`config.mk`:
```
export PLATFORM = sky130hd
export DESIGN_NAME = mem_arbiter
export DESIGN_NICKNAME = d
export VERILOG_FILES = /design/src/rtl/mem_arbiter.sv
export SDC_FILE = /design/constraint.sdc
export NUM_CORES = 1
export LEC_CHECK = 0
export CAP_MARGIN = 20
export CORE_UTILIZATION = 38
export DETAILED_ROUTE_END_ITERATION = 10
export GPL_ROUTABILITY_DRIVEN = 0
export HOLD_SLACK_MARGIN = 0.05
export PLACE_DENSITY = 0.84
export SYNTH_ARGS = -nofsm -noshare
export SYNTH_HDL_FRONTEND = slang
export SYNTH_SLANG_ARGS = --single-unit
```
`constraint.sdc`:
```
create_clock -name clock -period 1.4 [get_ports clock]
set_input_delay 0.14 -clock clock [delete_from_list [all_inputs] [get_ports clock]]
set_output_delay 0.14 -clock clock [all_outputs]
set_load 0.02 [all_outputs]
```
`src/rtl/mem_arbiter.sv`:
```
// mem_arbiter: round-robin sharing of one strobed 8-bit memory port between two requesters.
// Each access runs IDLE -> SETUP (SETUP_CYCLES) -> STROBE (mem_clock high) -> DONE (ack).
module mem_arbiter #(
    parameter int SETUP_CYCLES = 1
) (
    input  logic       clock,
    input  logic       reset,
    input  logic       req0,
    input  logic       write0,
    input  logic [7:0] addr0,
    input  logic [7:0] wdata0,
    output logic [7:0] rdata0,
    output logic       ack0,
    output logic       grant0,
    input  logic       req1,
    input  logic       write1,
    input  logic [7:0] addr1,
    input  logic [7:0] wdata1,
    output logic [7:0] rdata1,
    output logic       ack1,
    output logic       grant1,
    output logic       mem_clock,
    output logic       mem_write,
    output logic [7:0] address,
    output logic [7:0] to_mem,
    input  logic [7:0] from_mem,
    output logic       busy
);
    typedef enum logic [1:0] {IDLE, SETUP, STROBE, DONE} state_t;
    state_t state, state_n;
    logic [3:0] cnt, cnt_n;
    logic last, last_n, sel;
    logic [7:0] address_n, to_mem_n, rdata0_n, rdata1_n;
    logic mem_write_n, mem_clock_n, grant0_n, grant1_n, ack0_n, ack1_n;

    // requester 1 wins when alone, or on a tie when requester 0 was served last
    assign sel = req1 & (~req0 | ~last);
    assign busy = state != IDLE;

    always_comb begin
        state_n = state;
        cnt_n = cnt;
        last_n = last;
        address_n = address;
        to_mem_n = to_mem;
        rdata0_n = rdata0;
        rdata1_n = rdata1;
        mem_write_n = mem_write;
        mem_clock_n = 1'b0;
        grant0_n = grant0;
        grant1_n = grant1;
        ack0_n = 1'b0;
        ack1_n = 1'b0;
        case (state)
            IDLE: if (req0 | req1) begin
                state_n = SETUP;
                cnt_n = 4'(SETUP_CYCLES);
                last_n = sel;
                grant0_n = ~sel;
                grant1_n = sel;
                address_n = sel ? addr1 : addr0;
                to_mem_n = sel ? wdata1 : wdata0;
                mem_write_n = sel ? write1 : write0;
            end
            SETUP: begin
                cnt_n = cnt - 4'd1;
                if (cnt == 4'd1) begin
                    state_n = STROBE;
                    mem_clock_n = 1'b1;
                end
            end
            STROBE: begin
                state_n = DONE;
                mem_write_n = 1'b0;
                ack0_n = grant0;
                ack1_n = grant1;
                rdata0_n = (grant0 & ~mem_write) ? from_mem : rdata0;
                rdata1_n = (grant1 & ~mem_write) ? from_mem : rdata1;
            end
            default: begin
                state_n = IDLE;
                grant0_n = 1'b0;
                grant1_n = 1'b0;
            end
        endcase
    end

    always_ff @(posedge clock or posedge reset) begin
        if (reset) begin
            state <= IDLE;
            cnt <= 4'd0;
            last <= 1'b1;
            address <= 8'd0;
            to_mem <= 8'd0;
            rdata0 <= 8'd0;
            rdata1 <= 8'd0;
            mem_write <= 1'b0;
            mem_clock <= 1'b0;
            grant0 <= 1'b0;
            grant1 <= 1'b0;
            ack0 <= 1'b0;
            ack1 <= 1'b0;
        end else begin
            state <= state_n;
            cnt <= cnt_n;
            last <= last_n;
            address <= address_n;
            to_mem <= to_mem_n;
            rdata0 <= rdata0_n;
            rdata1 <= rdata1_n;
            mem_write <= mem_write_n;
            mem_clock <= mem_clock_n;
            grant0 <= grant0_n;
            grant1 <= grant1_n;
            ack0 <= ack0_n;
            ack1 <= ack1_n;
        end
    end
endmodule

```
* Yosys cells after proc, flatten, opt, wreduce, memory -nomap -nowiden
Index checks and enable logic that the tools add are counted.
** Cells by class
- Bitwise operators :: 10
- Equality and inequality tests :: 5
- Add/subtract/negate cells :: 1
- Reductions and logical operators :: 12
- Mux-type cells :: 18
** Operator list (count)
- $mux 8 :: 2
- $reduce_and 2->1 :: 7
- $mux 1 :: 8
- $pmux 4 s2 :: 1
- $pmux 1 s2 :: 3
- $pmux 2 s3 :: 1
- $reduce_bool 2->1 :: 3
- $not 1->1 :: 5
- $eq 4x1->1 const B :: 1
- $mux 2 :: 2
- $mux 4 :: 1
- $ne 2x2->1 const B :: 2
- $sub 4x1->4 const B :: 1
- $and 1x1->1 :: 3
- $eq 2x1->1 const B :: 1
- $eq 2x2->1 const B :: 1
- $logic_not 2->1 :: 1
- $or 1x1->1 :: 2
- $reduce_or 2->1 :: 1
** Word-level totals
- Logic and storage cells :: 59
- Register bits :: 45
- Input port bits :: 46

* Depth between registers and ports, before layout
- Depth after elaboration :: 6
- Mapped depth :: 6
- Mapped depth without buffers :: 5

* Worst setup path after synthesis
No wires, ideal clock.
- Path type :: register to register
- Start :: register state[0]
- End :: register state[1]
- Slack :: -151 ps
- Arrival :: 1423 ps
- Stages on the path, launching flop included :: 6
- Library setup time :: 128 ps
- Data required time :: 1272 ps
- Cell sequence :: dfrtp_1 > inv_1 > ha_1 > nor3b_4 > a21oi_2 > mux2_1
** Between the ends
- Word-level cells in the longest chain between the ends :: 3
- Elaborated cells on any way between the ends :: 7
** Ends and longest elaborated chain
- start: declaration :: RTL line 30 : state_t state, state_n;
- start signal: assignment :: RTL line 104 : state <= state_n;
- $eq 2x1->1 / $logic_not 2->1 (equally long branches) :: RTL line 54 : case (state)
- $ne 2x2->1 (no line)
- $reduce_and 2->1 (no line)
Several ways; a longest one is shown, not always the timed one.
A chain may end at the register's enable or synchronous reset.

* Worst setup path in the final report
- Start :: register cnt[1]
- End :: register state[1]
** Between the ends
- Word-level cells in the longest chain between the ends :: 3
** Ends and longest elaborated chain
- start: declaration :: RTL line 31 : logic [3:0] cnt, cnt_n;
- start signal: assignment :: RTL line 105 : cnt <= cnt_n;
- $eq 4x1->1 :: RTL line 67 : if (cnt == 4'd1) begin
- $ne 2x2->1 (no line)
- $reduce_and 2->1 (no line)
Every way passes these cells.

==> flow_summary.yaml <==
drt:
  drtIter0Drc: 59
  drt-pass1-iter-count: 4
  wl_met3_um: 366
  drc_errors: 0
  vias: 1672
  wl_per_cell_um: 14.5
  routed_via_density: 4.79
  wirelength_met1_mm: 2.00
  top_layer: "met4"
  antenna_left: 0
  routed-wl-met2_mm: 2.65
  wl_mm: 5.06
synth:
  yosysSeqAreaShare_pct: 55.6
  yosysMostFrequentCell: "dfrtp_1"
  ys.flop_type: "dfrtp_1"
  yosys_warnings: 0
  synth_cell_types: 35
  ys_seq_elements: 45
  ys_async_sr_fraction_pct: 100
  synth_common_cells: "44 x dfrtp_1, 19 x nand2_1, 17 x mux2i_1"
  synth.area.top_cells: "dfrtp_1 54%, mux2_2 8.9%, mux2i_1 8.4%"
  synthCells: 166
  syn_avg_cell_area_um2: 12.2
  syn_area_um2: 2030
  synth_nets: 218
  synth_edf_count: 0
  synth_area_leader_cell: "dfrtp_1"
  yosys.area.top_type_share_pct: 54.3
place:
  io_buffers: 84
  post-dp-hpwl_mm: 3.41
  place_ws_ps: -160
  placed_cell_area_um2: 3130
floorplan:
  die_area_um2: 5630
  die_h_um: 75.0
  initial_core_util_pct: 39.7
  core_area_um2: 5110
  io_pins: 85
  dieWidth_um: 75.0
  rows: 26
pwr:
  p_per_area_nw_per_um2: 2180
  p_sw_mw: 2.85
  comb_power_share_pct: 55.3
  swShare_pct: 37.1
  clockPowerShare_pct: 15.0
  ir_drop_uv: 982
  power_leakage_nw: 1.84
  p_int_mw: 4.84
  seqPwrFrac_pct: 29.7
global_routing:
  grt_start_max_net_pins: 46
  gr-total-overflow: 0
  antenna_found_initial: 0
  grt_pass1_vias: 1652
  grt_usage_pct: 17.0
  grt_pass1_wl_mm: 7.15
finish:
  regArea_um2: 1130
  final_area_um2: 3520
  area_delta_synth_final_pct: 73.7
  finalNetCount: 330
  final_core_util_pct: 68.9
  multi_input_area_um2: 1020
  drive_above_1_share_pct: 28.0
  nFillCells: 404
  diodes: 0
timing:
  period_needed_ps: 1540
  worst_slack_ps: -139
  period_share_pct: 110
  fin_skew_ps: 4.57
  finalHoldViolations: 0
  fmax_ghz: 0.650
  worstMarginPinSlew_ps: 259
  max_slew_margin_pct: 82.6
  rsz0062_at_grt: "yes"
  setup_tns_ps: -1010
  drv_slew: 0
  setup_viol: 22
clock_tree:
  cts.reportedPaths.clkPinSlew_ps: 90
  cts_num_sinks: 45
  holdBufCountCts: 0
  cts.htree.levels: 2
  clockBufferDepth: 2
  insertion_delay_ps: 290
  cts_tree: "yes"
  ctsRootBufferMaster: "clkbuf_8"
  cts_buffers: 5
min_path:
  min_path_type: "primary input to asynchronous set/reset pin"
setup_path:
  cp-start-kind: "flop"
  critPathKind: "flop to flop"
  endpoint_kind: "flop"
  critPathRequiredTime_ps: 1580
  worstPathMaxFanout: 2
  arrival_ps: 1720
run:
  drv_cap: 0
outcome:
  status: "complete, but fails checks"
  violations: "setup timing"
cell families after synthesis:
family | share of synthesized area [%]
flops | 55.6
compound gates | 11.0
fa+ha+maj | 3.70
mux | 17.8
buf+inv | 3.70
simple gates | 8.15
per-layer routing:
layer | track usage, % | vias to the layer above
met5 | 0 | -
met4 | 6.92 | 0
met3 | 4.55 | 5
met2 | 29.1 | 60
met1 | 20.3 | 804
li1 | - | 803
cell usage in the layout, fill, tap and decap left out, types with 5 or more instances in the layout:
cell	instances
clkdlybuf4s50_1	46
dfrtp_1	44
dlygate4sd2_1	26
mux2i_1	17
nand2_1	17
mux2_4	17
o21ai_1	15
buf_4	15
dlymetal6s2s_1	11
clkbuf_8	5
buf_6	5
cell type report:
type	instances	area share [%]
Clock buffer	5	1.95
Tap cell	70	2.49
Sequential cell	45	32.0
Inverter	8	0.853
Multi-Input combinational cell	108	28.9
Timing Repair Buffer	110	31.8
Clock inverter	3	1.95
power groups by stage:
stage | clock network (mW) | logic, mW | registers, mW
2_1_floorplan | 0 | 1.43 | 2.89
3_3_place_gp | 0 | 3.80 | 2.26
3_5_place_dp | 0 | 3.90 | 2.28
4_1_cts | 1.19 | 3.78 | 2.26
5_1_grt | 1.24 | 4.56 | 2.35
6_report | 1.16 | 4.25 | 2.28
final timing paths:
check / to / depth (start not counted) / slack (ps) / start
setup / recovery: state[1] / 5 / -140 / cnt[1]
hold / removal: rdata1[0] / 3 / 200 / reset
setup reg to reg: state[1] / 5 / -140 / cnt[1]
hold reg to reg: address[3] / 2 / 480 / address[3]
max in group asynchronous: last / 3 / 920 / reset
min in group clock: to_mem[4] / 3 / 470 / wdata1[4]
sequential cells by signal, summed over array words and instances, names as in the netlist:
name and flops:
ack1 1, address 8, last 1, rdata0 8, mem_clock 1, rdata1 8
state 2, mem_write 1, cnt 4, ack0 1, grant1 1, to_mem 8
grant0 1
repair_timing:
item | in CTS | in global routing
endpoints found under the setup margin | 51 | 52
resized for setup | 42 | 48
gates cloned | 0 | 1
setup buffers | 2 | 3
pin swaps | 5 | 7
stage by stage:
stage	hold slack, ps	std cells	total power [mW]
after global placement	462	336	6.06
after floorplan	210	166	4.31
after detailed placement	473	336	6.18
after global routing	217	349	8.15
final	201	349	7.69
after CTS	205	345	7.23
critical path: stages, from the launching register on:
cell	delay [ps]
dfrtp_1	390
inv_2	80
ha_4	110
or3b_4	390
a21oi_4	150
mux2_4	310
Power figures use the tool's default switching activity.
